## src/rtl/fp_custom_accumulator.sv

```systemverilog
// Two-stage multi-lane accumulator for the {sign, exp, fxp} format: a fixed-order
// adder tree per beat, then a running sum released as one normalized word per vector.
module fp_custom_accumulator #(
  parameter int FXP_WIDTH = 12,
  parameter int EXP_WIDTH = 5,
  parameter int FP_WIDTH  = FXP_WIDTH + EXP_WIDTH + 1,
  parameter int LANES     = 4
) (
  input  logic                      clk,
  input  logic                      rstn,
  input  logic                      in_valid,
  output logic                      in_ready,
  input  logic [LANES*FP_WIDTH-1:0] in_data,
  input  logic                      in_last,
  output logic                      out_valid,
  input  logic                      out_ready,
  output logic [FP_WIDTH-1:0]       out_data,
  output logic                      out_overflow,
  output logic                      busy
);

  localparam int SHIFT_LIM = FXP_WIDTH + 1;

  // Returns {overflow, word}; the operand with the strictly larger exponent is the anchor.
  function automatic logic [FP_WIDTH:0] fp_add(input logic [FP_WIDTH-1:0] x,
                                               input logic [FP_WIDTH-1:0] y);
    logic                        s_max, s_min, sgn, carry;
    logic [EXP_WIDTH-1:0]        e_max, e_min, shift, e_n;
    logic [FXP_WIDTH-1:0]        m_max, m_min, fx;
    logic signed [FXP_WIDTH:0]   t_max, t_min, t_sh;
    logic signed [FXP_WIDTH+1:0] sum;
    logic [FXP_WIDTH+1:0]        abs_v;
    logic [EXP_WIDTH:0]          e_w;
    logic [FP_WIDTH:0]           res;
    if (x[FXP_WIDTH +: EXP_WIDTH] > y[FXP_WIDTH +: EXP_WIDTH]) begin
      {s_max, e_max, m_max} = x;
      {s_min, e_min, m_min} = y;
    end else begin
      {s_max, e_max, m_max} = y;
      {s_min, e_min, m_min} = x;
    end
    t_max = s_max ? -$signed({1'b0, m_max}) : $signed({1'b0, m_max});
    t_min = s_min ? -$signed({1'b0, m_min}) : $signed({1'b0, m_min});
    shift = e_max - e_min;
    if (32'(shift) >= SHIFT_LIM) begin
      t_sh = t_min[FXP_WIDTH] ? {(FXP_WIDTH+1){1'b1}} : {(FXP_WIDTH+1){1'b0}};
    end else begin
      t_sh = t_min >>> shift;
    end
    sum   = {t_max[FXP_WIDTH], t_max} + {t_sh[FXP_WIDTH], t_sh};
    sgn   = sum[FXP_WIDTH+1];
    abs_v = sgn ? -sum : sum;
    // abs_v[FXP_WIDTH+1] can never be set; folding it in keeps every bit observed
    carry = abs_v[FXP_WIDTH+1] | abs_v[FXP_WIDTH];
    fx    = carry ? abs_v[FXP_WIDTH:1] : abs_v[FXP_WIDTH-1:0];
    e_w   = {1'b0, e_max} + (EXP_WIDTH+1)'(carry);
    if (e_w[EXP_WIDTH]) begin
      res = {1'b1, sgn, {EXP_WIDTH{1'b1}}, {FXP_WIDTH{1'b1}}};
    end else begin
      e_n = e_w[EXP_WIDTH-1:0];
      for (int i = 0; i < FXP_WIDTH; i++) begin
        if (!fx[FXP_WIDTH-1] && (e_n != {EXP_WIDTH{1'b0}})) begin
          fx  = fx << 1'b1;
          e_n = e_n - EXP_WIDTH'(1'b1);
        end else begin
          fx  = fx;
        end
      end
      if (fx == {FXP_WIDTH{1'b0}}) begin
        res = {(FP_WIDTH+1){1'b0}};
      end else begin
        res = {1'b0, sgn, e_n, fx};
      end
    end
    return res;
  endfunction

  // Pairwise reduction, level by level, lanes (2j, 2j+1) feeding slot j.
  function automatic logic [FP_WIDTH:0] tree_reduce(input logic [LANES*FP_WIDTH-1:0] d);
    logic [FP_WIDTH-1:0] v [LANES];
    logic [FP_WIDTH:0]   r;
    logic                ovf;
    ovf = 1'b0;
    for (int i = 0; i < LANES; i++) v[i] = d[i*FP_WIDTH +: FP_WIDTH];
    for (int w = LANES / 2; w >= 1; w = w / 2) begin
      for (int j = 0; j < w; j++) begin
        r    = fp_add(v[2*j], v[2*j+1]);
        v[j] = r[FP_WIDTH-1:0];
        ovf  = ovf | r[FP_WIDTH];
      end
    end
    return {ovf, v[0]};
  endfunction

  logic                s1_valid_r, s1_last_r, s1_ovf_r;
  logic [FP_WIDTH-1:0] s1_sum_r;
  logic [FP_WIDTH-1:0] acc_r;
  logic                first_r, sticky_r;
  logic [FP_WIDTH:0]   tree_s, acc_add_s;
  logic [FP_WIDTH-1:0] acc_next_s;
  logic                sticky_next_s, s1_stall_s, s1_take_s;

  // Combinational datapath of both stages.
  always_comb begin
    tree_s    = tree_reduce(in_data);
    acc_add_s = fp_add(acc_r, s1_sum_r);
  end

  // Handshake decisions and the next accumulator value.
  always_comb begin
    s1_stall_s = s1_valid_r && s1_last_r && out_valid && !out_ready;
    s1_take_s  = s1_valid_r && !s1_stall_s;
    in_ready   = !s1_valid_r || s1_take_s;
    if (first_r) begin
      acc_next_s = s1_sum_r;
    end else begin
      acc_next_s = acc_add_s[FP_WIDTH-1:0];
    end
    sticky_next_s = sticky_r | s1_ovf_r | (!first_r & acc_add_s[FP_WIDTH]);
  end

  // Stage 1: register the reduced beat.
  always_ff @(posedge clk or negedge rstn) begin
    if (!rstn) begin
      s1_valid_r <= 1'b0;
      s1_last_r  <= 1'b0;
      s1_ovf_r   <= 1'b0;
      s1_sum_r   <= {FP_WIDTH{1'b0}};
    end else if (in_ready) begin
      s1_valid_r <= in_valid;
      if (in_valid) begin
        s1_last_r <= in_last;
        s1_ovf_r  <= tree_s[FP_WIDTH];
        s1_sum_r  <= tree_s[FP_WIDTH-1:0];
      end
    end
  end

  // Stage 2: running accumulation and the result register.
  always_ff @(posedge clk or negedge rstn) begin
    if (!rstn) begin
      acc_r        <= {FP_WIDTH{1'b0}};
      first_r      <= 1'b1;
      sticky_r     <= 1'b0;
      out_valid    <= 1'b0;
      out_data     <= {FP_WIDTH{1'b0}};
      out_overflow <= 1'b0;
    end else begin
      if (s1_take_s && s1_last_r) begin
        out_data     <= acc_next_s;
        out_overflow <= sticky_next_s;
        out_valid    <= 1'b1;
        acc_r        <= {FP_WIDTH{1'b0}};
        first_r      <= 1'b1;
        sticky_r     <= 1'b0;
      end else begin
        if (out_ready) out_valid <= 1'b0;
        if (s1_take_s) begin
          acc_r    <= acc_next_s;
          first_r  <= 1'b0;
          sticky_r <= sticky_next_s;
        end
      end
    end
  end

  assign busy = !first_r || s1_valid_r;

endmodule
```

## config.mk

```make
export PLATFORM = sky130hd
export DESIGN_NAME = fp_custom_accumulator
export DESIGN_NICKNAME = d
export VERILOG_FILES = /design/src/rtl/fp_custom_accumulator.sv
export SDC_FILE = /design/constraint.sdc
export NUM_CORES = 1
export LEC_CHECK = 0
export CAP_MARGIN = 20
export CORE_UTILIZATION = 47
export CTS_BUF_LIST = sky130_fd_sc_hd__clkbuf_8
export DETAILED_ROUTE_END_ITERATION = 12
export PLACE_DENSITY = 0.66
export REMOVE_ABC_BUFFERS = 1
export SLEW_MARGIN = 30
export SYNTH_ARGS = -nofsm -noshare
export SYNTH_HDL_FRONTEND = slang
export SYNTH_SLANG_ARGS = --single-unit
```

## constraint.sdc

```tcl
create_clock -name clk -period 71.3 [get_ports clk]
set_clock_uncertainty 0.2 [all_clocks]
set_input_delay 14.26 -clock clk [delete_from_list [all_inputs] [get_ports clk]]
set_output_delay 14.26 -clock clk [all_outputs]
set_load 0.03 [all_outputs]
```

; ---- Word-level counts from Yosys, hierarchy flattened
; Index checks and enable logic that the tools add are counted.
[classes]
add_sub_neg = 72
n_shift = 4
bitwise_logic = 9
n_lt_le_gt_ge = 8
n_reduce_logical = 162
muxes = 253
[ops]
columns = cell, n
row1 = 2-to-1 mux 12 bit, 108
row2 = 2-to-1 mux 5 bit, 100
row3 = nonzero test 5 bit, 48
row4 = subtractor 5 x 1 -> 5 bit (second input constant), 48
row5 = 2-to-1 mux 13 bit, 16
row6 = 2-to-1 mux 18 bit, 7
row7 = negation 12 -> 13 bit, 8
row8 = 2-to-1 mux 19 bit, 4
row9 = adder 13 x 13 -> 14 bit, 4
row10 = 2-to-1 mux 14 bit, 4
row11 = negation 14 bit, 4
row12 = logical AND 1 bit, 53
row13 = logical NOT 1 bit, 52
row14 = >>> shifter 13 x 5 -> 13 bit, 4
row15 = logical NOT 12 bit, 4
row16 = adder 5 x 1 -> 6 bit, 4
row17 = greater-or-equal comparator 5 x 4 -> 1 bit (second input constant), 4
row18 = > comparator 5 bit, 4
row19 = subtractor 5 bit, 4
row20 = 2-to-1 mux 1 bit, 14
row21 = bitwise OR 1 bit, 8
row22 = nonzero test 2 bit, 2
row23 = logical OR 1 bit, 2
row24 = AND reduction 2 bit, 1
row25 = AND 1 bit, 1
[totals]
in_bits = 77
ff_bits = 61
elab_cells = 518
output_inout_bits = 22

; ---- Depth between registers and ports, before layout
[depth]
ltp_word = 125
mapped_depth = 241
mapped_depth_nobuf = 211

; ---- Least setup slack after synthesis
; Ideal clock, no wire load.
[synth_timing]
kind = input-to-reg
start = in in_data[34]
end = reg s1_sum_r[13]
path_stages = 232
path_slack_ns = 10.073
setup_time_ns = 0.094
arrival_time_ns = 60.933
path_cell_list = inv_1 ha_1 and4_1 a21oi_1 o31a_1 clkbuf_1 clkbuf_1 mux2i_1 and3_1 and3_1 nand2_1 nand2_1 o31a_1 xor2_1 nor2_1 a21oi_1 mux2_2 nand2_1 (+196 left out) buf_4 xnor2_1 inv_1 ha_1 inv_1 nor2_1 and3_1 buf_2 o21ai_1 a311oi_2 buf_2 a31o_1 a21oi_1 ha_1 nand3_1 o21ai_2 mux2_2 a211oi_1
[synth_between]
elab_chain_len = 124
word_cells_on_any_way = 240
classes_between = add/sub (36) / order compare (4) / shift (2) / mux (122) / bitwise (2) / reduce/logical (74)
[synth_lines]
columns = element, line_no
row1 = "start, declared", 13  ; input logic [LANES*FP_WIDTH-1:0] in_data,
row2 = "parallel branches: the longest is 61 deep, another holds adder 13 x 13 -> 14 bit", n/a
row3 = 2-to-1 mux 19 bit (*), 57  ; if (e_w[EXP_WIDTH]) begin
row4 = "parallel branches: the longest is 61 deep, another holds adder 13 x 13 -> 14 bit", n/a
row5 = 2-to-1 mux 19 bit (*), 57
row6 = "end signal, assigned", 128  ; s1_sum_r <= {FP_WIDTH{1'b0}};
row7 = "end signal, assigned", 134  ; s1_sum_r <= tree_s[FP_WIDTH-1:0];
row8 = "end, declared", 96  ; logic [FP_WIDTH-1:0] s1_sum_r;
; Every way passes the cells marked *. The select of a mux whose other input is x is not followed.
; A chain may end at the register's enable or synchronous reset.

; ---- Final worst setup path
[layout_timing]
start = in in_data[12]
end = reg s1_sum_r[13]
; Same word-level chain as after synthesis.

==> results.cfg <==
[run_status]
run_status = finished, final reports clean

[clock_network]
path_clk_slew_ns = 0.08
cts_root_buf = clkbuf_8
numClockSinks = 61
post_cts_hold_buffer_count = 0
clkLatencyLatePin_ns = 0.35
ctsLongestPathBuffers = 2
post_cts_buffers = 0
cts-resized-gates = 0
tritoncts.num_buffers = 9
cts_htree_levels = 3
tritoncts = built

[yosys]
post-synth-top-area-fraction = 0.130
async_reset_ff_frac = 1.00
synthesis.area_per_instance_um2 = 6.78
synthesis.instances = 4819
synth_cell_types = 139
synth.largest_area_cell = mux2i_1
post_synth_instance_area_mm2 = 0.0327
count_of_flip_flops_with_a_built_in_enable_after_synthesis = 0
ys.warnings.count = 0
synthTopCellsByArea = mux2i_1 13%, nand2_1 6.1%, a21oi_1 5.9%
postSynthRegisterBits = 61
yosysSeqAreaShare = 0.0467
postSynth.topFlopCell = dfrtp_1
synth_common_cells = 532 x nand2_1, 480 x nor2_1, 424 x mux2i_1
synth.most_common_cell = nand2_1

[critical_path]
worst_setup_path_end_kind = register
crit_top_cell = ha_1
critical_path.top_delay_family = compound AO/OA/AOI/OAI gates
timing_worst_setup_path_type = input pin to register
crit_slowest_cell = ha_1
critPathMaxStageDelay_ns = 0.76
cp.arrival_ns = 66.44
r2r-start = s1_sum_r[13]
reg2reg_slack_ns = 45.04
crit-reg2reg-capture = out_data[15]
ff2ff_path_depth = 98
cp-start-kind = input pin
critical_path.n_buffers_inverters = 28
critical_path.max_fanout = 33
worst-endpoint-required_ns = 71.35

[finish]
final_cell_area_mm2 = 0.0347
multi_input_area_mm2 = 0.0297
layout-drive-gt1-share = 0.0838
fillcell_total = 6938
layout.nets = 4986
count_of_antenna_diodes_in_the_layout = 0
area_growth_syn_to_layout_pct = 6.11
final-seq-area_mm2 = 0.00153

[drt]
detail_route.drc_violations = 0
count_of_antenna_violating_nets_left_after_detailed_routing = 0
avgViaCountPerCell = 6.24
initialDrtViolationCount = 2901
drt_pre_antenna_iters = 6
wire_length_per_cell_after_detailed_routing_um = 16.6
routed_wirelength_mm = 94.3
num_vias = 35500

[grt]
first_global_vias = 32100
grt_pass1_wl_mm = 157
global_route.usage.total = 0.253
grt_start_max_net_pins = 62
grt_antenna_before_repair = 0
globalRoute.totalOverflow = 0

[hold_path]
min_to = out_data[9]
worst_hold_path.num_cells = 2
hold_path_class = register to register
worstHoldStart = out_data[9]

[floorplanning]
ios = 99
die_width_um = 266
placement_row_count = 96
initial_core_util = 0.476
floorplan.die.height_um = 266
fp.coreArea_mm2 = 0.0687
floorplan.die_area_mm2 = 0.0706

[placement]
port-buffer-count = 98
dp.final_hpwl_mm = 75.7
gp_congestion = 0.929
placement.cell_area_mm2 = 0.0344

[timing]
final-setup-viol-count = 0
finalCriticalPeriod_ns = 66.40
timing.final.crit_share = 0.931
timing_hold_violations_final = 0
final.setup.tns_ns = 0
worstMarginPinSlew_ns = 0.925
finalMaxSlewViolations = 0
timing.max_slew.rel_slack = 0.368
fmax_mhz = 15.1
rsz_0062_raised_after_global_routing = no

[flow_run]
max_cap_violations = 0
metrics by stage:
step                      std cells  worst slack, ns  hold WS (ns)  utilization
after floorplan                4603             4.75         0.270            -
after global placement         5679             4.91         0.275        0.500
after detailed placement       5679             4.60         0.284        0.500
after CTS                      5695             4.84         0.301        0.504
after global routing           5695            0.118         0.331        0.505
final                          5695             4.90         0.299        0.505
state kept, by name, summed over array words and instances, names as in the netlist:
name	count
acc_r	18
out_data	18
s1_sum_r	18
first_r	1
out_overflow	1
out_valid	1
s1_last_r	1
s1_ovf_r	1
s1_valid_r	1
sticky_r	1
kinds of logic after synthesis:
group	count (synthesis)	share of synthesized area
muxes	578	0.184
and+or+nand+nor	1801	0.263
buffers and inverters	406	0.0497
DFF	61	0.0467
xor gates and xnor gates	249	0.0676
AOI/OAI and AO/OA	1573	0.330
adders and majority gates	151	0.0586
layer usage:
metal / part of all wire / track usage
met4: 0.015 / 0.0450
met5: 0 / 0
met3: 0.041 / 0.00952
met1: 0.49 / 0.360
met2: 0.45 / 0.425
worst max path at each step:
stage / startpoint / to / slack [ns] / depth (start not counted)
2_1_floorplan: in_data[48] / s1_sum_r[13] / 4.75 / 194
3_3_place_gp: in_data[12] / s1_sum_r[13] / 4.91 / 200
3_5_place_dp: in_data[12] / s1_sum_r[13] / 4.60 / 200
4_1_cts: in_data[12] / s1_sum_r[13] / 4.84 / 200
5_1_grt: in_data[12] / s1_sum_r[13] / 0.12 / 200
6_report: in_data[12] / s1_sum_r[13] / 4.90 / 200
tightest hold or removal path: stages (launching register included):
cell and delay, ns:
dfrtp_1 0.36, nand2_1 0.05, o21ai_0 0.06
final cells by class:
class,instances,share of cell area
clock inverter,5,0.00307
inverter,190,0.0206
timing repair buffer,145,0.0383
multi-input combinational,4352,0.856
tap,931,0.0336
sequential,61,0.0440
clock buffer,11,0.00437
layout by cell type (no fill, tap or decap), types with 48 or more instances in the layout:
| cell | n |
|---|---|
| a211oi_1 | 87 |
| a21o_1 | 48 |
| a21oi_1 | 380 |
| a31oi_1 | 79 |
| and2_1 | 67 |
| and3_1 | 60 |
| clkdlybuf4s50_1 | 97 |
| dfrtp_1 | 60 |
| ha_1 | 146 |
| inv_1 | 180 |
| mux2_2 | 145 |
| mux2i_1 | 424 |
| nand2_1 | 532 |
| nand3_1 | 156 |
| nand4_1 | 51 |
| nor2_1 | 477 |
| nor3_1 | 144 |
| o211ai_1 | 65 |
| o21a_1 | 55 |
| o21ai_0 | 312 |
| or3_1 | 48 |
| xnor2_1 | 166 |
| xor2_1 | 79 |
Power is not shown: default switching activity piles up to over one toggle a cycle in this logic, so the estimate is an artifact.
